==> src/rtl/seq_datapath.sv <==
// seq_datapath: multi-cycle register-file datapath.
// A small FSM sequences operand loads (B then A), one ALU step into C/status,
// and a write-back into the register file. Mode selects which steps run.
module seq_datapath #(
    parameter int DATA_W = 16,
    parameter int NREG   = 8
) (
    input  logic                     clk,
    input  logic                     rst_n,
    input  logic                     start,
    input  logic [1:0]               mode,
    input  logic [1:0]               op,
    input  logic [1:0]               shift,
    input  logic [$clog2(NREG)-1:0]  rd,
    input  logic [$clog2(NREG)-1:0]  rn,
    input  logic [$clog2(NREG)-1:0]  rm,
    input  logic [DATA_W-1:0]        imm,
    input  logic [$clog2(NREG)-1:0]  dbg_addr,
    output logic [DATA_W-1:0]        dbg_data,
    output logic                     busy,
    output logic                     done,
    output logic [DATA_W-1:0]        datapath_out,
    output logic [2:0]               status_out
);
    localparam int REG_AW = $clog2(NREG);

    localparam logic [1:0] MODE_ALU_REG = 2'b00;
    localparam logic [1:0] MODE_ALU_IMM = 2'b01;
    localparam logic [1:0] MODE_MOV     = 2'b10;
    localparam logic [1:0] MODE_CMP     = 2'b11;

    localparam logic [1:0] OP_ADD = 2'b00;
    localparam logic [1:0] OP_SUB = 2'b01;
    localparam logic [1:0] OP_AND = 2'b10;

    typedef enum logic [2:0] {
        IDLE  = 3'd0,
        LOADB = 3'd1,
        LOADA = 3'd2,
        EXEC  = 3'd3,
        WB    = 3'd4
    } state_t;

    state_t              state_reg;
    logic                busy_reg;
    logic                done_reg;
    logic [1:0]          mode_reg;
    logic [1:0]          op_reg;
    logic [1:0]          shift_reg;
    logic [REG_AW-1:0]   rd_reg;
    logic [REG_AW-1:0]   rn_reg;
    logic [REG_AW-1:0]   rm_reg;
    logic [DATA_W-1:0]   imm_reg;
    logic [DATA_W-1:0]   a_reg;
    logic [DATA_W-1:0]   b_reg;
    logic [DATA_W-1:0]   c_reg;
    logic [2:0]          status_reg;
    logic [DATA_W-1:0]   regs_reg [NREG];

    logic [DATA_W-1:0]   b_src;
    logic [DATA_W-1:0]   b_sh;
    logic [1:0]          alu_op;
    logic [DATA_W-1:0]   alu_res;
    logic                alu_v;
    logic                wr_en;
    logic [DATA_W-1:0]   wb_data;

    // ALU: shifted B operand (register or immediate), op select, {N,V,Z} flags.
    always_comb begin
        b_src   = (mode_reg == MODE_ALU_IMM) ? imm_reg : b_reg;
        b_sh    = b_src;
        alu_res = '0;
        alu_v   = 1'b0;
        case (shift_reg)
            2'b01:   b_sh = {b_src[DATA_W-2:0], 1'b0};
            2'b10:   b_sh = {1'b0, b_src[DATA_W-1:1]};
            2'b11:   b_sh = {b_src[DATA_W-1], b_src[DATA_W-1:1]};
            default: b_sh = b_src;
        endcase
        // Compare always subtracts, regardless of the op field.
        alu_op = (mode_reg == MODE_CMP) ? OP_SUB : op_reg;
        case (alu_op)
            OP_ADD: begin
                alu_res = a_reg + b_sh;
                alu_v   = (a_reg[DATA_W-1] == b_sh[DATA_W-1]) &&
                          (alu_res[DATA_W-1] != a_reg[DATA_W-1]);
            end
            OP_SUB: begin
                alu_res = a_reg - b_sh;
                alu_v   = (a_reg[DATA_W-1] != b_sh[DATA_W-1]) &&
                          (alu_res[DATA_W-1] != a_reg[DATA_W-1]);
            end
            OP_AND:  alu_res = a_reg & b_sh;
            default: alu_res = ~b_sh;
        endcase
    end

    assign wr_en   = (state_reg == WB);
    assign wb_data = (mode_reg == MODE_MOV) ? imm_reg : c_reg;

    // Sequencer: latches the request, walks the mode's state path, owns A/B/C/status.
    always_ff @(posedge clk or negedge rst_n) begin
        if (!rst_n) begin
            state_reg  <= IDLE;
            busy_reg   <= 1'b0;
            done_reg   <= 1'b0;
            mode_reg   <= '0;
            op_reg     <= '0;
            shift_reg  <= '0;
            rd_reg     <= '0;
            rn_reg     <= '0;
            rm_reg     <= '0;
            imm_reg    <= '0;
            a_reg      <= '0;
            b_reg      <= '0;
            c_reg      <= '0;
            status_reg <= '0;
        end else begin
            done_reg <= 1'b0;
            case (state_reg)
                IDLE: begin
                    if (start) begin
                        mode_reg  <= mode;
                        op_reg    <= op;
                        shift_reg <= shift;
                        rd_reg    <= rd;
                        rn_reg    <= rn;
                        rm_reg    <= rm;
                        imm_reg   <= imm;
                        busy_reg  <= 1'b1;
                        case (mode)
                            MODE_ALU_REG, MODE_CMP: state_reg <= LOADB;
                            MODE_ALU_IMM:           state_reg <= LOADA;
                            default:                state_reg <= WB;
                        endcase
                    end
                end
                LOADB: begin
                    b_reg     <= regs_reg[rm_reg];
                    state_reg <= LOADA;
                end
                LOADA: begin
                    a_reg     <= regs_reg[rn_reg];
                    state_reg <= EXEC;
                end
                EXEC: begin
                    c_reg      <= alu_res;
                    status_reg <= {alu_res[DATA_W-1], alu_v, (alu_res == '0)};
                    if (mode_reg == MODE_CMP) begin
                        state_reg <= IDLE;
                        busy_reg  <= 1'b0;
                        done_reg  <= 1'b1;
                    end else begin
                        state_reg <= WB;
                    end
                end
                WB: begin
                    state_reg <= IDLE;
                    busy_reg  <= 1'b0;
                    done_reg  <= 1'b1;
                end
                default: begin
                    state_reg <= IDLE;
                    busy_reg  <= 1'b0;
                end
            endcase
        end
    end

    // Register file: one flop row per register, written only in WB.
    generate
        for (genvar gi = 0; gi < NREG; gi++) begin : g_reg
            always_ff @(posedge clk or negedge rst_n) begin
                if (!rst_n) begin
                    regs_reg[gi] <= '0;
                end else if (wr_en && (rd_reg == REG_AW'(gi))) begin
                    regs_reg[gi] <= wb_data;
                end
            end
        end
    endgenerate

    assign dbg_data     = regs_reg[dbg_addr];
    assign busy         = busy_reg;
    assign done         = done_reg;
    assign datapath_out = c_reg;
    assign status_out   = status_reg;

endmodule

==> config.mk <==
export PLATFORM = sky130hd
export DESIGN_NAME = seq_datapath
export DESIGN_NICKNAME = d
export VERILOG_FILES = /design/src/rtl/seq_datapath.sv
export SDC_FILE = /design/constraint.sdc
export NUM_CORES = 1
export LEC_CHECK = 0
export BUFFER_PORTS_ARGS = -buffer_cell sky130_fd_sc_hd__buf_4
export CAP_MARGIN = 20
export CORE_UTILIZATION = 38
export DETAILED_ROUTE_END_ITERATION = 8
export SLEW_MARGIN = 20
export SYNTH_ARGS = -nofsm -noshare
export SYNTH_HDL_FRONTEND = slang
export SYNTH_SLANG_ARGS = --single-unit
==> constraint.sdc <==
create_clock -name clk -period 4.43 [get_ports clk]
set_input_delay 0.2215 -clock clk [delete_from_list [all_inputs] [get_ports clk]]
set_output_delay 0.2215 -clock clk [all_outputs]
set_load 0.02 [all_outputs]
# After elaboration in Yosys (flattened, before gate mapping)
# Cells that the tools add are included.
[op_classes] addsub=2 multipliers=0 div_mod_pow=0 magnitude_cmp=3 eq_ne=27 n_shift=0 mux=24 bitwise=6 reduce_logical=19
[ops] op="16-bit binary-select mux with 3-bit select" n=3
[ops] op="16-bit 2-to-1 mux" n=8
[ops] op="16-bit one-hot mux with 3 select lines" n=2
[ops] op="16-bit adder" n=1
[ops] op="16-bit AND" n=1
[ops] op="16-bit logical NOT" n=1
[ops] op="16-bit inverter" n=1
[ops] op="16-bit subtractor" n=1
[ops] op="3-bit == test, second input constant" n=5
[ops] op="2-bit == test, second input constant" n=6
[ops] op="3-bit by 2-bit == test with 1-bit output, second input constant" n=4
[ops] op="4-bit greater-or-equal comparator, second input constant" n=3
[ops] op="3-bit inverter with 4-bit output" n=3
[ops] op="3-bit one-hot mux with 4 select lines" n=1
[ops] op="1-bit logical AND" n=10
[ops] op="2-bit by 1-bit == test with 1-bit output, second input constant" n=4
[ops] op="3-bit by 1-bit == test with 1-bit output, second input constant" n=2
[ops] op="3-bit logical NOT" n=2
[ops] op="3-bit 2-to-1 mux" n=2
[ops] op="3-bit one-hot mux with 2 select lines" n=1
[ops] op="2-bit logical NOT" n=2
[ops] op="2-bit inequality test, second input constant" n=2
[ops] op="1-bit one-hot mux with 2 select lines" n=2
[ops] op="2-bit OR reduction" n=2
[ops] op="other kinds (8)" n=12
[word_totals] register_bits=215 latch_bits=0 ramBits=0 mem_bits_ro=0 inputBits=37 output_inout_bits=37 word_cells=103 memories=0

# Longest topological paths before layout
[depth] depth_word=7 mapped_depth=20

# Worst setup path after synthesis
# No wires, ideal clock.
[synth_path] kind="flip-flop to flip-flop" from="register mode_reg[1]" to="register status_reg[0], in the netlist status_out[0]" setup_ns=0.066 t_arrival_ns=3.816 t_required_ns=4.364 setup_slack_ns=0.548 stages_incl_launch_ff=21 n_path_buf=4 synth_period_minus_slack_ns=3.882 cell_sequence="dfrtp_1 nand2b_1 buf_4 buf_6 buf_6 mux2i_1 mux2i_1 o21ai_0 inv_1 ha_1 buf_6 inv_2 a21o_1 a221o_1 o21a_1 a211o_1 a2111oi_0 o21ai_1 a22oi_1 nand4_1 nand2_1"
[synth_between] elab_chain_cells=6 elab_cells_between_ends=14
[synth_rtl] element="start, declared" line_no="47" source="logic [1:0] mode_reg;"
[synth_rtl] element="start signal, assigned" line_no="123" source="mode_reg <= mode;"
[synth_rtl] element="2-bit by 1-bit == test with 1-bit output" line_no="70" source="b_src = (mode_reg == MODE_ALU_IMM) ? imm_reg : b_reg;"
[synth_rtl] element="16-bit 2-to-1 mux" line_no="70"
[synth_rtl] element="16-bit one-hot mux with 3 select lines" line_no="74" source="case (shift_reg)"
[synth_rtl] element="16-bit subtractor, or another cell as far along" line_no="89" source="alu_res = a_reg - b_sh;"
[synth_rtl] element="16-bit one-hot mux with 3 select lines (*)" line_no="82" source="case (alu_op)"
[synth_rtl] element="16-bit logical NOT (*)" line_no="148" source="status_reg <= {alu_res[DATA_W-1], alu_v, (alu_res == '0)};"
[synth_rtl] element="end signal, assigned" line_no="148"
[synth_rtl] element="end, declared" line_no="57" source="logic [2:0] status_reg;"
# Mark *: on every way between the ends. The rest lies on a longest branch, timed or not.
# A chain may end at the register's enable or synchronous reset.

# Worst setup path after layout
# Ends and elaborated chain as after synthesis.

==> metrics.md <==
| Metric | Value |
|---|---|
| R2r worst-path depth | `15` |
| Pin count of the biggest net entering global routing | `123` |
| WL/cell | `21.35 um` |
| Layout Nets | `1438` |
| CP Data Required Time | `4920 ps` |
| Kind of critical path | `register to register` |
| Initial antenna violation count | `0` |
| Synth-to-Final Area Change | `17.01%` |
| FMAX | `0.2399 GHz` |
| Worst Skew | `23.10 ps` |
| Crit share post-route | `0.9410` |
| Top-Level Pins | `74` |
| Initial DRT Pass Iterations | `7` |
| Worst Hold Class | `input port to async pin` |
| Clock latency on the worst-skew pair | `570 ps` |
| Top sig layer | `met4` |
| Filler cells | `3229` |
| Asr flop ratio synth | `1.000` |
| Number of max-cap violations | `0` |
| Diode count | `0` |
| Seq cells post-synth | `214` |
| Global Route Usage Sum | `0.2252` |
| Cells after Synth | `1280` |
| Synth Area per Inst | `10.45 sq um` |
| Clk buf depth | `3` |
| Met3 wire len | `2.109 mm` |
| Slew HR | `0.3119` |
| Number of flip-flops in the largest register | `128` |
| XOR/XNOR Fraction of Synth Area | `0.005237` |
| Reg area | `5359 sq um` |
| Synth unique cells | `72` |
| Most common cell after layout, fill and taps aside | `dfrtp_1` |
| Synth Area in Simple Gates | `0.1088` |
| Row Count | `68` |
| H-tree levels | `1` |
| Mapped Area | `13380 sq um` |
| RR Startpoint | `mode_reg[1]` |
| Post-CTS Setup Bufs | `0` |
| R2r setup slk | `260 ps` |
| Final TNS setup | `0 ps` |
| Worst-path clk slew | `60 ps` |
| Clock sink total | `214` |
| Multi-input gate area | `7536 sq um` |
| Main combinational cell family by area after synthesis | `multiplexers` |
| Die Wd | `189.6 um` |
| CP startpoint kind | `register` |
| Setup violators final | `0` |
| Seq/Total Area, Yosys | `0.4003` |
| Vias in the first global route | `10680` |
| First-pass GRT wire length | `62.78 mm` |
| Vias post-DR | `10560` |
| Worst setup EP type | `register` |
| Post-route ant nets | `0` |
| CTS tree | `built` |
| Slew of the pin with the lowest slew margin | `1032 ps` |
| Most frequent cells in the layout | `211 x dfrtp_1, 195 x nand2_1, 168 x o21ai_0, 112 x buf_4, 102 x mux4_2` |
| Via density | `5.757` |
| Grt ovf | `0` |
| Initial Util | `0.3864` |
| Die height | `189.6 um` |
| Crit path time final | `4169 ps` |
| Synth Area in Adders | `0.03666` |
| DRC Markers | `0` |
| Port Buffer Count | `73` |
| Crit path max fanout | `23` |
| Mux share of post-synthesis cell area | `0.2717` |
| Compound-gate portion of the synthesized area | `0.1388` |
| Routed wire length | `39.15 mm` |
| Root Driver | `clkbuf_16` |
| Status | `completed` |
| Critical Path End | `status_out[0]` |
| Layout cell share with drive strength beyond 1 | `0.2386` |
| Top FF cell, synth | `dfrtp_1` |
| Post-synth EDFFs | `0` |
| Die ar. | `35960 sq um` |
| CTS Buf Count | `26` |
| Unrepaired setup endpoints after global routing | `false` |
| GP Congestion | `0.9431` |
| Synth Warn # | `0` |
| Final hold violation count | `0` |
| Slew Limit Fails | `0` |
| Worst Setup SP | `mode_reg[1]` |
| Dpl hpwl | `27.20 mm` |
| Core Footprint | `34630 sq um` |
| Post-synth net total | `1355` |
| Worst r2r dst | `status_out[0]` |
| Met2 WL | `18.53 mm` |
| Metal-1 WL | `17.26 mm` |
| CP arrival | `4660 ps` |
| DR iter-0 viols | `789` |
-- layout make-up --
type,instances,share of cell area
Clock buffer,37,0.04676
Clock inverter,7,0.007273
Inverter,37,0.008871
Multi-Input combinational cell,937,0.4814
Sequential cell,214,0.3423
Tap cell,455,0.03637
Timing Repair Buffer,147,0.07705
-- cells in the mapped netlist (all sizes together), types with 4 or more instances --
library cell / instances / share of area
a21oi: 67 / 0.025
a31oi: 8 / 0.0037
clkbuf: 69 / 0.019
nand3: 11 / 0.0041
buf: 23 / 0.0089
nor3: 13 / 0.0049
nand2b: 11 / 0.0051
dfrtp: 214 / 0.40
xnor2: 6 / 0.0039
nor4: 4 / 0.0019
o22ai: 8 / 0.0037
mux2: 53 / 0.045
nor2b: 6 / 0.0028
o21ai: 174 / 0.065
and2: 6 / 0.0028
inv: 37 / 0.010
nor2: 70 / 0.020
o211ai: 4 / 0.0022
mux4: 102 / 0.17
a211oi: 8 / 0.0049
o31ai: 7 / 0.0043
nand2: 197 / 0.055
mux2i: 74 / 0.055
and3: 7 / 0.0033
o21bai: 7 / 0.0039
ha: 36 / 0.034
-- routing by layer --
layer / global-route usage / up-vias
met5: 0 / -
met3: 0.02712 / 86
li1: - / 4856
met2: 0.3667 / 332
met4: 0.07041 / 0
met1: 0.3134 / 5284
-- stage by stage --
step | cell area [sq um] | hold WS [ps] | utilization | instances | worst slack (ps)
floorplan | 13380 | -74.09 | - | 1280 | 548.1
global placement | 14460 | 387.5 | 0.4177 | 1757 | 366.0
CTS | 15640 | 373.2 | 0.4517 | 1834 | 294.2
finish | 15660 | 312.6 | 0.4521 | 1834 | 261.5
detailed placement | 14470 | 387.9 | 0.4178 | 1757 | 316.2
global route | 15660 | 425.4 | 0.4521 | 1834 | 67.21
-- kinds of logic (layout without fill, tap and decap cells) --
logic type      count (synthesis)  after routing
fa+ha+maj                      38             38
buf+inv                       129            228
compound gates                321            321
mux                           229            229
flops                         214            214
xor+xnor                        8              8
simple gates                  341            341
-- what timing repair did --
action | CTS | global route
hold buffers | 33 | 0
hold endpoints to repair | 152 | 0
endpoints found under the setup margin | 0 | 1
resized for setup | 0 | 2
-- critical path, cell delays in order, from the launching register on --
cell      delay, ps
dfrtp_1         390
nand2b_1        170
buf_12          200
mux4_2          520
mux2_2          310
ha_1            420
nor2_1          120
a221oi_4        310
nand2_1         140
a41oi_1         270
nand3_1         120
o22ai_1         340
nand4_1         160
nor4bb_1        400
nand4_1         140
nand2_1          80
-- worst min path at each step --
stage / end / slack, ps / start
4_1_cts: regs_reg[122] / 370 / rst_n
5_1_grt: rm_reg[2] / 430 / rm[2]
3_5_place_dp: regs_reg[74] / 390 / rst_n
3_3_place_gp: regs_reg[26] / 390 / rst_n
6_report: regs_reg[74] / 310 / rst_n
2_1_floorplan: a_reg[0] / -70 / rst_n
Power is left out: the tool's default activity adds up to more than one toggle a clock period on the data nets, which glitch-free logic cannot reach.
